===== src/rtl/riscv_multi_pkg.sv =====
// rtl/riscv_multi_pkg.sv - shared opcodes, fault causes and memory-stage states for the multicycle core
package riscv_multi_pkg;

  localparam logic [6:0] OPC_LOAD   = 7'b0000011;
  localparam logic [6:0] OPC_STORE  = 7'b0100011;
  localparam logic [6:0] OPC_OP     = 7'b0110011;
  localparam logic [6:0] OPC_BRANCH = 7'b1100011;
  localparam logic [6:0] OPC_JAL    = 7'b1101111;

  typedef enum logic [1:0] {
    CAUSE_NONE     = 2'd0,
    CAUSE_MISALIGN = 2'd1,
    CAUSE_BUSERR   = 2'd2,
    CAUSE_TIMEOUT  = 2'd3
  } fault_cause_e;

  typedef enum logic [1:0] {
    ST_IDLE = 2'd0,
    ST_BUSY = 2'd1,
    ST_DONE = 2'd2
  } mem_state_e;

endpackage


===== src/rtl/bus_timeout_counter.sv =====
// rtl/bus_timeout_counter.sv - counts BUSY cycles, flags expiry on the last allowed cycle
module bus_timeout_counter #(
  parameter int TIMEOUT = 255
) (
  input  logic iCLK,
  input  logic iRST,
  input  logic iClear,
  input  logic iEnable,
  output logic oExpired
);

  localparam int CNT_W = (TIMEOUT > 2) ? $clog2(TIMEOUT) : 1;
  localparam logic [CNT_W-1:0] LAST = CNT_W'(TIMEOUT - 1);

  logic [CNT_W-1:0] cnt_q, cnt_d;

  assign oExpired = (cnt_q == LAST);

  // Saturate at LAST so a held enable can never wrap back to zero.
  always_comb begin
    cnt_d = cnt_q;
    if (iClear)
      cnt_d = '0;
    else if (iEnable && !oExpired)
      cnt_d = cnt_q + CNT_W'(1);
  end

  always_ff @(posedge iCLK or posedge iRST) begin
    if (iRST) cnt_q <= '0;
    else      cnt_q <= cnt_d;
  end

endmodule


===== src/rtl/mem_access_ctrl_multi.sv =====
// rtl/mem_access_ctrl_multi.sv - memory-access stage: held bus request, stall, IR/MDR latch, fault report
module mem_access_ctrl_multi
  import riscv_multi_pkg::*;
#(
  parameter int          ADDR_W   = 32,
  parameter int          DATA_W   = 32,
  parameter int          TIMEOUT  = 255,
  parameter logic [31:0] IR_RESET = 32'h00000013
) (
  input  logic              iCLK,
  input  logic              iRST,
  input  logic              iMemRead,
  input  logic              iMemWrite,
  input  logic              iIRWrite,
  input  logic              iIorD,
  input  logic [ADDR_W-1:0] iPC,
  input  logic [ADDR_W-1:0] iALUOut,
  input  logic [DATA_W-1:0] iWriteData,
  output logic              oStall,
  output logic              oBusReq,
  output logic              oBusWe,
  output logic [ADDR_W-1:0] oBusAddr,
  output logic [DATA_W-1:0] oBusWData,
  input  logic              iBusAck,
  input  logic              iBusErr,
  input  logic [DATA_W-1:0] iBusRData,
  output logic [DATA_W-1:0] oIR,
  output logic [6:0]        oOpcode,
  output logic [DATA_W-1:0] oMDR,
  output logic              oFault,
  output logic [1:0]        oFaultCause
);

  mem_state_e        state_q;
  fault_cause_e      cause_q;
  logic              req_q, we_q, irsel_q, fault_q;
  logic [ADDR_W-1:0] addr_q;
  logic [DATA_W-1:0] wdata_q, ir_q, mdr_q;
  logic              req, expired;
  logic [ADDR_W-1:0] addr;

  assign req  = iMemRead | iMemWrite;
  assign addr = iIorD ? iALUOut : iPC;

  bus_timeout_counter #(.TIMEOUT(TIMEOUT)) u_timeout (
    .iCLK     (iCLK),
    .iRST     (iRST),
    .iClear   (state_q != ST_BUSY),
    .iEnable  (state_q == ST_BUSY),
    .oExpired (expired)
  );

  always_ff @(posedge iCLK or posedge iRST) begin
    if (iRST) begin
      state_q <= ST_IDLE;
      cause_q <= CAUSE_NONE;
      req_q   <= 1'b0;
      we_q    <= 1'b0;
      irsel_q <= 1'b0;
      fault_q <= 1'b0;
      addr_q  <= '0;
      wdata_q <= '0;
      ir_q    <= DATA_W'(IR_RESET);
      mdr_q   <= '0;
    end else begin
      fault_q <= 1'b0;
      case (state_q)
        ST_IDLE: begin
          if (req) begin
            // Illegal or misaligned requests complete without ever touching the bus.
            if (iMemRead && iMemWrite) begin
              state_q <= ST_DONE;
              cause_q <= CAUSE_BUSERR;
              fault_q <= 1'b1;
            end else if (addr[1:0] != 2'b00) begin
              state_q <= ST_DONE;
              cause_q <= CAUSE_MISALIGN;
              fault_q <= 1'b1;
            end else begin
              state_q <= ST_BUSY;
              cause_q <= CAUSE_NONE;
              req_q   <= 1'b1;
              we_q    <= iMemWrite;
              irsel_q <= iIRWrite;
              addr_q  <= addr;
              wdata_q <= iWriteData;
            end
          end
        end
        ST_BUSY: begin
          if (iBusAck || expired) begin
            state_q <= ST_DONE;
            req_q   <= 1'b0;
            we_q    <= 1'b0;
          end
          if (iBusAck) begin
            if (iBusErr) begin
              cause_q <= CAUSE_BUSERR;
              fault_q <= 1'b1;
            end else if (!we_q) begin
              if (irsel_q) ir_q  <= iBusRData;
              else         mdr_q <= iBusRData;
            end
          end else if (expired) begin
            cause_q <= CAUSE_TIMEOUT;
            fault_q <= 1'b1;
          end
        end
        default: state_q <= ST_IDLE;
      endcase
    end
  end

  assign oStall      = (state_q == ST_BUSY) || ((state_q == ST_IDLE) && req);
  assign oBusReq     = req_q;
  assign oBusWe      = we_q;
  assign oBusAddr    = addr_q;
  assign oBusWData   = wdata_q;
  assign oIR         = ir_q;
  assign oOpcode     = ir_q[6:0];
  assign oMDR        = mdr_q;
  assign oFault      = fault_q;
  assign oFaultCause = cause_q;

endmodule


===== config.mk =====
export PLATFORM = sky130hd
export DESIGN_NAME = mem_access_ctrl_multi
export DESIGN_NICKNAME = d
export VERILOG_FILES = /design/src/rtl/riscv_multi_pkg.sv /design/src/rtl/bus_timeout_counter.sv /design/src/rtl/mem_access_ctrl_multi.sv
export SDC_FILE = /design/constraint.sdc
export NUM_CORES = 1
export LEC_CHECK = 0
export BUFFER_PORTS_ARGS = -buffer_cell sky130_fd_sc_hd__buf_2
export CAP_MARGIN = 10
export CORE_ASPECT_RATIO = 0.8
export CORE_MARGIN = 2
export CORE_UTILIZATION = 51
export DETAILED_ROUTE_END_ITERATION = 6
export GPL_TIMING_DRIVEN = 0
export HOLD_SLACK_MARGIN = 0.03
export PLACE_DENSITY = 0.86
export SLEW_MARGIN = 30
export SYNTH_ARGS = -nofsm -noshare
export SYNTH_HDL_FRONTEND = slang
export SYNTH_HIERARCHICAL = 1
export SYNTH_SLANG_ARGS = --single-unit

===== constraint.sdc =====
create_clock -name iCLK -period 10.6 [get_ports iCLK]
set_clock_uncertainty 0.05 [all_clocks]
set_input_delay 0 -clock iCLK [delete_from_list [all_inputs] [get_ports iCLK]]
set_output_delay 0 -clock iCLK [all_outputs]
set_load 0.005 [all_outputs]

# Yosys cells after proc, flatten, opt, wreduce, memory -nomap -nowiden
# Index checks and enable logic that the tools add are counted.
# W data, S select, Z words.
# op_classes
add_sub_neg	1
n_eq_ne	9
bitwise_logic	6
mux	31
n_reduce_logical	16
# op_table
op	count
$mux W32	1
$mux W2	9
$mux W8	2
$reduce_and A5 Y1	3
$mux W1	14
$add A8 B1 Y8 const B	1
$eq A8 B8 Y1 const B	1
$ne A2 B2 Y1 const B	4
$pmux W2 S2	2
$reduce_and A4 Y1	2
$ne A3 B3 Y1 const B	2
$pmux W1 S2	3
$reduce_bool A2 Y1	3
$not A1 Y1	5
$logic_and A1 B1 Y1	3
$eq A2 B1 Y1 const B	1
$logic_not A2 Y1	1
$logic_or A1 B1 Y1	2
$ne A2 B1 Y1 const B	1
$reduce_and A2 Y1	1
$logic_not A1 Y1	1
$or A1 B1 Y1	1
# totals
elab_cells	74
output_inout_bits	141
regBits	144
input_bits	136

# Depth between registers and ports, before layout
# logic_depth
ltp_word	6
ltp_mapped	8
mapped_depth_nobuf	8

# Hierarchy
# The synthesis kept the hierarchy.
# modules_own_cells
module	seq_area_each_um2	cells_each	n_inst	area_per_inst_um2
mem_access_ctrl_multi	3407.0	397	1	5567.8
bus_timeout_counter	200.2	52	1	489.2

# Worst setup path after synthesis
# OpenSTA, ideal clock, no wires.
# synth_path
kind	reg2reg
startpoint	register u_timeout.cnt_q[0]
endpoint	register cause_q[0], in the netlist oFaultCause[0]
path_buffers	0
setup_time_ns	0.125
required_ns	10.425
stages_incl_launch_ff	9
period_less_slack_ns	1.932
path_slack_ns	8.668
arrival_ns	1.757
path_cell_list	dfrtp_1 -> inv_1 -> ha_1 -> nand2_1 -> nor3_2 -> nor2_1 -> a211o_1 -> nor2_1 -> mux2_2
# synth_between
elab_chain_len	3
# synth_rtl
item	line_no	text
start, declared	bus_timeout_counter.sv:15	logic [CNT_W-1:0] cnt_q, cnt_d;
start signal, assigned	bus_timeout_counter.sv:30	else cnt_q <= cnt_d;
$eq A8 B8 Y1	bus_timeout_counter.sv:17	assign oExpired = (cnt_q == LAST);
net expired	mem_access_ctrl_multi.sv:39	logic req, expired;
$ne A3 B3 Y1 (no line)	--	
$reduce_and A4 Y1 (no line)	--	
end signal, assigned	mem_access_ctrl_multi.sv:56	cause_q <= CAUSE_NONE;
end signal, assigned	mem_access_ctrl_multi.sv:73	cause_q <= CAUSE_BUSERR;
end signal, assigned	mem_access_ctrl_multi.sv:77	cause_q <= CAUSE_MISALIGN;
end, declared	mem_access_ctrl_multi.sv:35	fault_cause_e cause_q;
# The timed path passes the listed nets, and every way through them passes these cells.
# A chain may end at the register's enable or synchronous reset.

# Worst setup path after layout
# layout_path
startpoint	register u_timeout.cnt_q[0]
endpoint	register we_q, in the netlist oBusWe
# layout_between
elab_chain_len	4
# layout_rtl
item	line_no	text
$eq A8 B8 Y1	bus_timeout_counter.sv:17	
net expired	mem_access_ctrl_multi.sv:39	
$logic_or A1 B1 Y1	mem_access_ctrl_multi.sv:91	if (iBusAck || expired) begin
$ne A2 B2 Y1 (no line)	--	
$reduce_and A5 Y1 (no line)	--	
end signal, assigned	mem_access_ctrl_multi.sv:83	we_q <= iMemWrite;
end, declared	mem_access_ctrl_multi.sv:36	logic req_q, we_q, irsel_q, fault_q;
# The timed path passes the listed nets, and every way through them passes these cells.

==> metrics.md <==
| Metric | Value |
|---|---|
| Outcome | `finished, final reports clean` |
| Slew headroom | `48.9%` |
| Count of state elements after synthesis | `between 100 and 150` |
| Total count of hold-check failures in the final report | `0` |
| Fraction of power consumed by sequential logic | `42.1%` |
| Port-buffer cells | `approximately 270` |
| Switching power as a share of total power | `31.0%` |
| Highest attainable clock frequency | `about 410 MHz` |
| Vias in the first global route | `roughly 6000` |
| Sink Count | `approximately 140` |
| Width of the chip | `roughly 130 µm` |
| Total power per unit cell area | `217 nW/µm²` |
| GR Overflow Total | `0` |
| Global-route wire length before repair | `about 33 mm` |
| Cell depth of the worst flop-to-flop path | `9` |
| Maximum fanout count along the critical path | `5` |
| Global-route track usage on met1 | `a little under two fifths` |
| Leakage component of the power | `~5 nW` |
| Largest area contributor in the synthesized netlist | `dfrtp_1` |
| Combinational share of power | `28.9%` |
| Setup repair after global routing missed its margin | `false` |
| Clock Pin Slew Worst Setup and Hold Paths | `around 60 ps` |
| Post-detailed-route count of antenna-violating nets | `0` |
| Hold buffer count at CTS | `130` |
| Buffers inserted during post-CTS setup optimization | `0` |
| Most frequent cells in the layout | `buf_2 (283), dfrtp_1 (141), dlygate4sd3_1 (130), mux2_2 (85), nand2_1 (40)` |
| DR vias | `approximately 5600` |
| Layer with the highest usage after global routing | `met2` |
| Proportion of layout cells with a drive suffix above 1 | `49.5%` |
| Weighted congestion reported at the end of routability-driven placement | `approximately 0.84` |
| Met2 layer usage reported by global route | `roughly three fifths` |
| Int Power | `1.43 mW` |
| Number of setup violations in the final report | `0` |
| Most common library cell in the layout ignoring fill and taps | `buf_2` |
| Routed Wire Length | `approximately 21 mm` |
| Number of antenna violations at the first check in global routing | `0` |
| Core region area | `between 10000 and 15000 µm²` |
| Count of different cell masters after synthesis | `44` |
| Clock network latency to the later pin of the worst-skew pair | `about 410 ps` |
| Proportion of power drawn by the clock network | `between 20% and 30%` |
| Final critical-path setup slack | `8140 ps` |
| Post-layout net count | `between 1000 and 1500` |
| Floorplan row count | `35` |
| Flip-flop and latch area | `3610 µm²` |
| Die footprint | `12800 µm²` |
| End of the worst register-to-register path | `oBusWe$_DFFE_PP0P_` |
| TritonCTS clock tree | `done` |
| Number of top-level pins | `around 280` |
| Post-Synthesis Net Count | `between 500 and 600` |
| Startpoint of the lowest-slack register-to-register path | `u_timeout/cnt_q[0]$_DFFE_PP0P_` |
| Post-layout minimum cycle time | `~2500 ps` |
| Post-Place Setup Slack | `8380 ps` |
| Total half-perimeter wirelength after legalization and detailed placement | `12.1 mm` |
| Largest net degree at the start of global routing | `between 80 and 90` |
| Root Driver | `clkbuf_16` |
| End of the worst hold path | `oFault$_DFF_PP0_` |
| Max Cap Viol | `0` |
| Post-Synthesis Cell Area | `around 6100 µm²` |
| Period Utilization, post-route | `23.2%` |
| Net switching power of the design | `between 0.6 and 0.7 mW` |
| Actual transition at the worst max-transition pin | `roughly 770 ps` |
| Source of the worst hold timing path | `iBusErr` |
| Area Growth Syn to Fin | `57.5%` |
| Global routing usage on met3 | `just over 7%` |
| Setup_tns | `0 ps` |
| Data required, critical path | `approximately 11000 ps` |
| Top cell type's share of synthesized area | `slightly below 60%` |
| Fill count | `563` |
| Critical path launch point type | `register` |
| Num CTS Buffers | `17` |
| Most area-consuming cells after synthesis | `dfrtp_1 (58%), mux2_2 (16%), mux2i_1 (5.0%)` |
| Proportion of synthesized chip area in sequential cells | `between 50% and 60%` |
| GRT Resource Usage Total | `about a third` |
| Die Span Y | `roughly 100 µm` |
| Number of pins exceeding their max-slew limit in the final report | `0` |
| Setup crit end kind | `register` |
| Via density per instance | `5.40` |
| Crit path kind | `register to register` |
| Worst setup slack for register-to-register paths | `between 8000 and 9000 ps` |
| H-tree depth | `4` |
| DRC violation total after the first TritonRoute iteration | `about 380` |
| Total area of multi-input combinational cells | `~2200 µm²` |
| Worst vdd ir | `roughly 0.00012 V` |
| Mean instance size in the synthesized netlist | `~13 µm²` |
| Crit path arrival time | `~2700 ps` |
| Yosys synthesis warning count | `6` |
| Drt drc | `0` |
| Maximum count of clock buffers along a single path | `2` |
| Detailed-router iteration count before antenna repair | `5` |
| Resized cells post-CTS | `0` |
| Post-Syn Instances | `~450` |
| Worst Hold Path Cells | `4` |
| Type of the worst min-delay path | `input pin to register` |
| DR WL/cell | `between 20 and 25 µm` |
| Initial core utilization | `about 52%` |
## registers in the layout (all words and copies together), names as in the netlist, 2 cells and up
register	flops
oBusAddr	32
oBusWData	32
oFaultCause	2
oIR	32
oMDR	32
state_q	2
u_timeout/cnt_q	8
## kinds of logic after synthesis
| logic type | count (synthesis) | share of synthesized area, % |
|---|---|---|
| buf+inv | 39 | 3.92 |
| mux | 129 | 23.9 |
| flops | 144 | 59.6 |
| simple gates | 74 | 6.07 |
| compound gates | 60 | 6.03 |
| xor+xnor | 1 | 0.145 |
| fa+ha+maj | 2 | 0.413 |
## routing by layer
| layer | wire length, µm | share of wire, % |
|---|---|---|
| met4 | 674 | 3.2 |
| met5 | 0 | 0 |
| met2 | 11200 | 53 |
| met1 | 7970 | 38 |
| met3 | 1430 | 6.7 |
## power by group through the flow
stage / Combinational, mW / Clock [mW] / Sequential (mW)
6_report: 0.599 / 0.602 / 0.873
5_1_grt: 0.636 / 0.634 / 0.892
4_1_cts: 0.568 / 0.607 / 0.852
3_5_place_dp: 0.521 / 0 / 0.858
3_3_place_gp: 0.500 / 0 / 0.842
2_1_floorplan: 0.213 / 0 / 0.866
## synthesized netlist by cell type (all sizes together)
| master | number |
|---|---|
| a211o | 1 |
| a211oi | 3 |
| a21boi | 1 |
| a21oi | 8 |
| a221oi | 1 |
| a2bb2oi | 1 |
| a311oi | 2 |
| a41oi | 2 |
| and2 | 3 |
| and3 | 3 |
| and4 | 1 |
| buf | 27 |
| clkbuf | 6 |
| dfrtp | 141 |
| dfstp | 3 |
| ha | 2 |
| inv | 6 |
| mux2 | 99 |
| mux2i | 30 |
| nand2 | 40 |
| nand2b | 2 |
| nand3 | 4 |
| nand3b | 1 |
| nor2 | 9 |
| nor3 | 7 |
| nor3b | 1 |
| nor4 | 2 |
| o211ai | 2 |
| o21ai | 36 |
| o221a | 1 |
| o22ai | 1 |
| o31ai | 1 |
| or2 | 1 |
| xor2 | 1 |
## how the worst max path moves through the flow
stage,slack (ps),endpoint,cells after the start,from
3_5_place_dp,8380,oFaultCause[0]$_DFFE_PP0P_,8,u_timeout/cnt_q[0]$_DFFE_PP0P_
6_report,8140,oBusWe$_DFFE_PP0P_,9,u_timeout/cnt_q[0]$_DFFE_PP0P_
5_1_grt,7980,oBusWe$_DFFE_PP0P_,9,u_timeout/cnt_q[0]$_DFFE_PP0P_
4_1_cts,8180,oBusWe$_DFFE_PP0P_,9,u_timeout/cnt_q[0]$_DFFE_PP0P_
3_3_place_gp,5730,oBusWData[17]$_DFFE_PP0P_,2,iRST
2_1_floorplan,6920,irsel_q$_DFFE_PP0P_,1,iRST
## through the flow
step / hold WS (ps) / total power [mW] / util, % / instances / instance area, µm²
after floorplan: -234 / 1.08 / - / 449 / 6060
after global placement: -81.0 / 1.34 / 65.8 / 870 / 7610
after detailed placement: -27.0 / 1.38 / 66.1 / 871 / 7640
after CTS: 81.6 / 2.03 / 82.5 / 1032 / 9540
after global routing: 117 / 2.16 / 82.5 / 1032 / 9540
final: 91.4 / 2.07 / 82.5 / 1033 / 9540
## worst max-delay path: stages, from the launching register on
cell,delay (ps)
dfrtp_1,430
inv_1,100
ha_1,220
nand2_1,100
nor3_2,260
nor2_1,90
a211o_1,350
nand2_1,100
o211ai_1,80
dlygate4sd3_1,560
## layout make-up
type                            count  area share (%)
Timing Repair Buffer              404            28.3
Multi-Input combinational cell    266            23.2
Buffer                             33            2.26
Inverter                            6           0.315
Clock buffer                       18            4.60
Antenna cell                        1          0.0262
Clock inverter                     13            1.60
Tap cell                          148            1.94
Sequential cell                   144            37.8
Power figures use the tool's default switching activity.
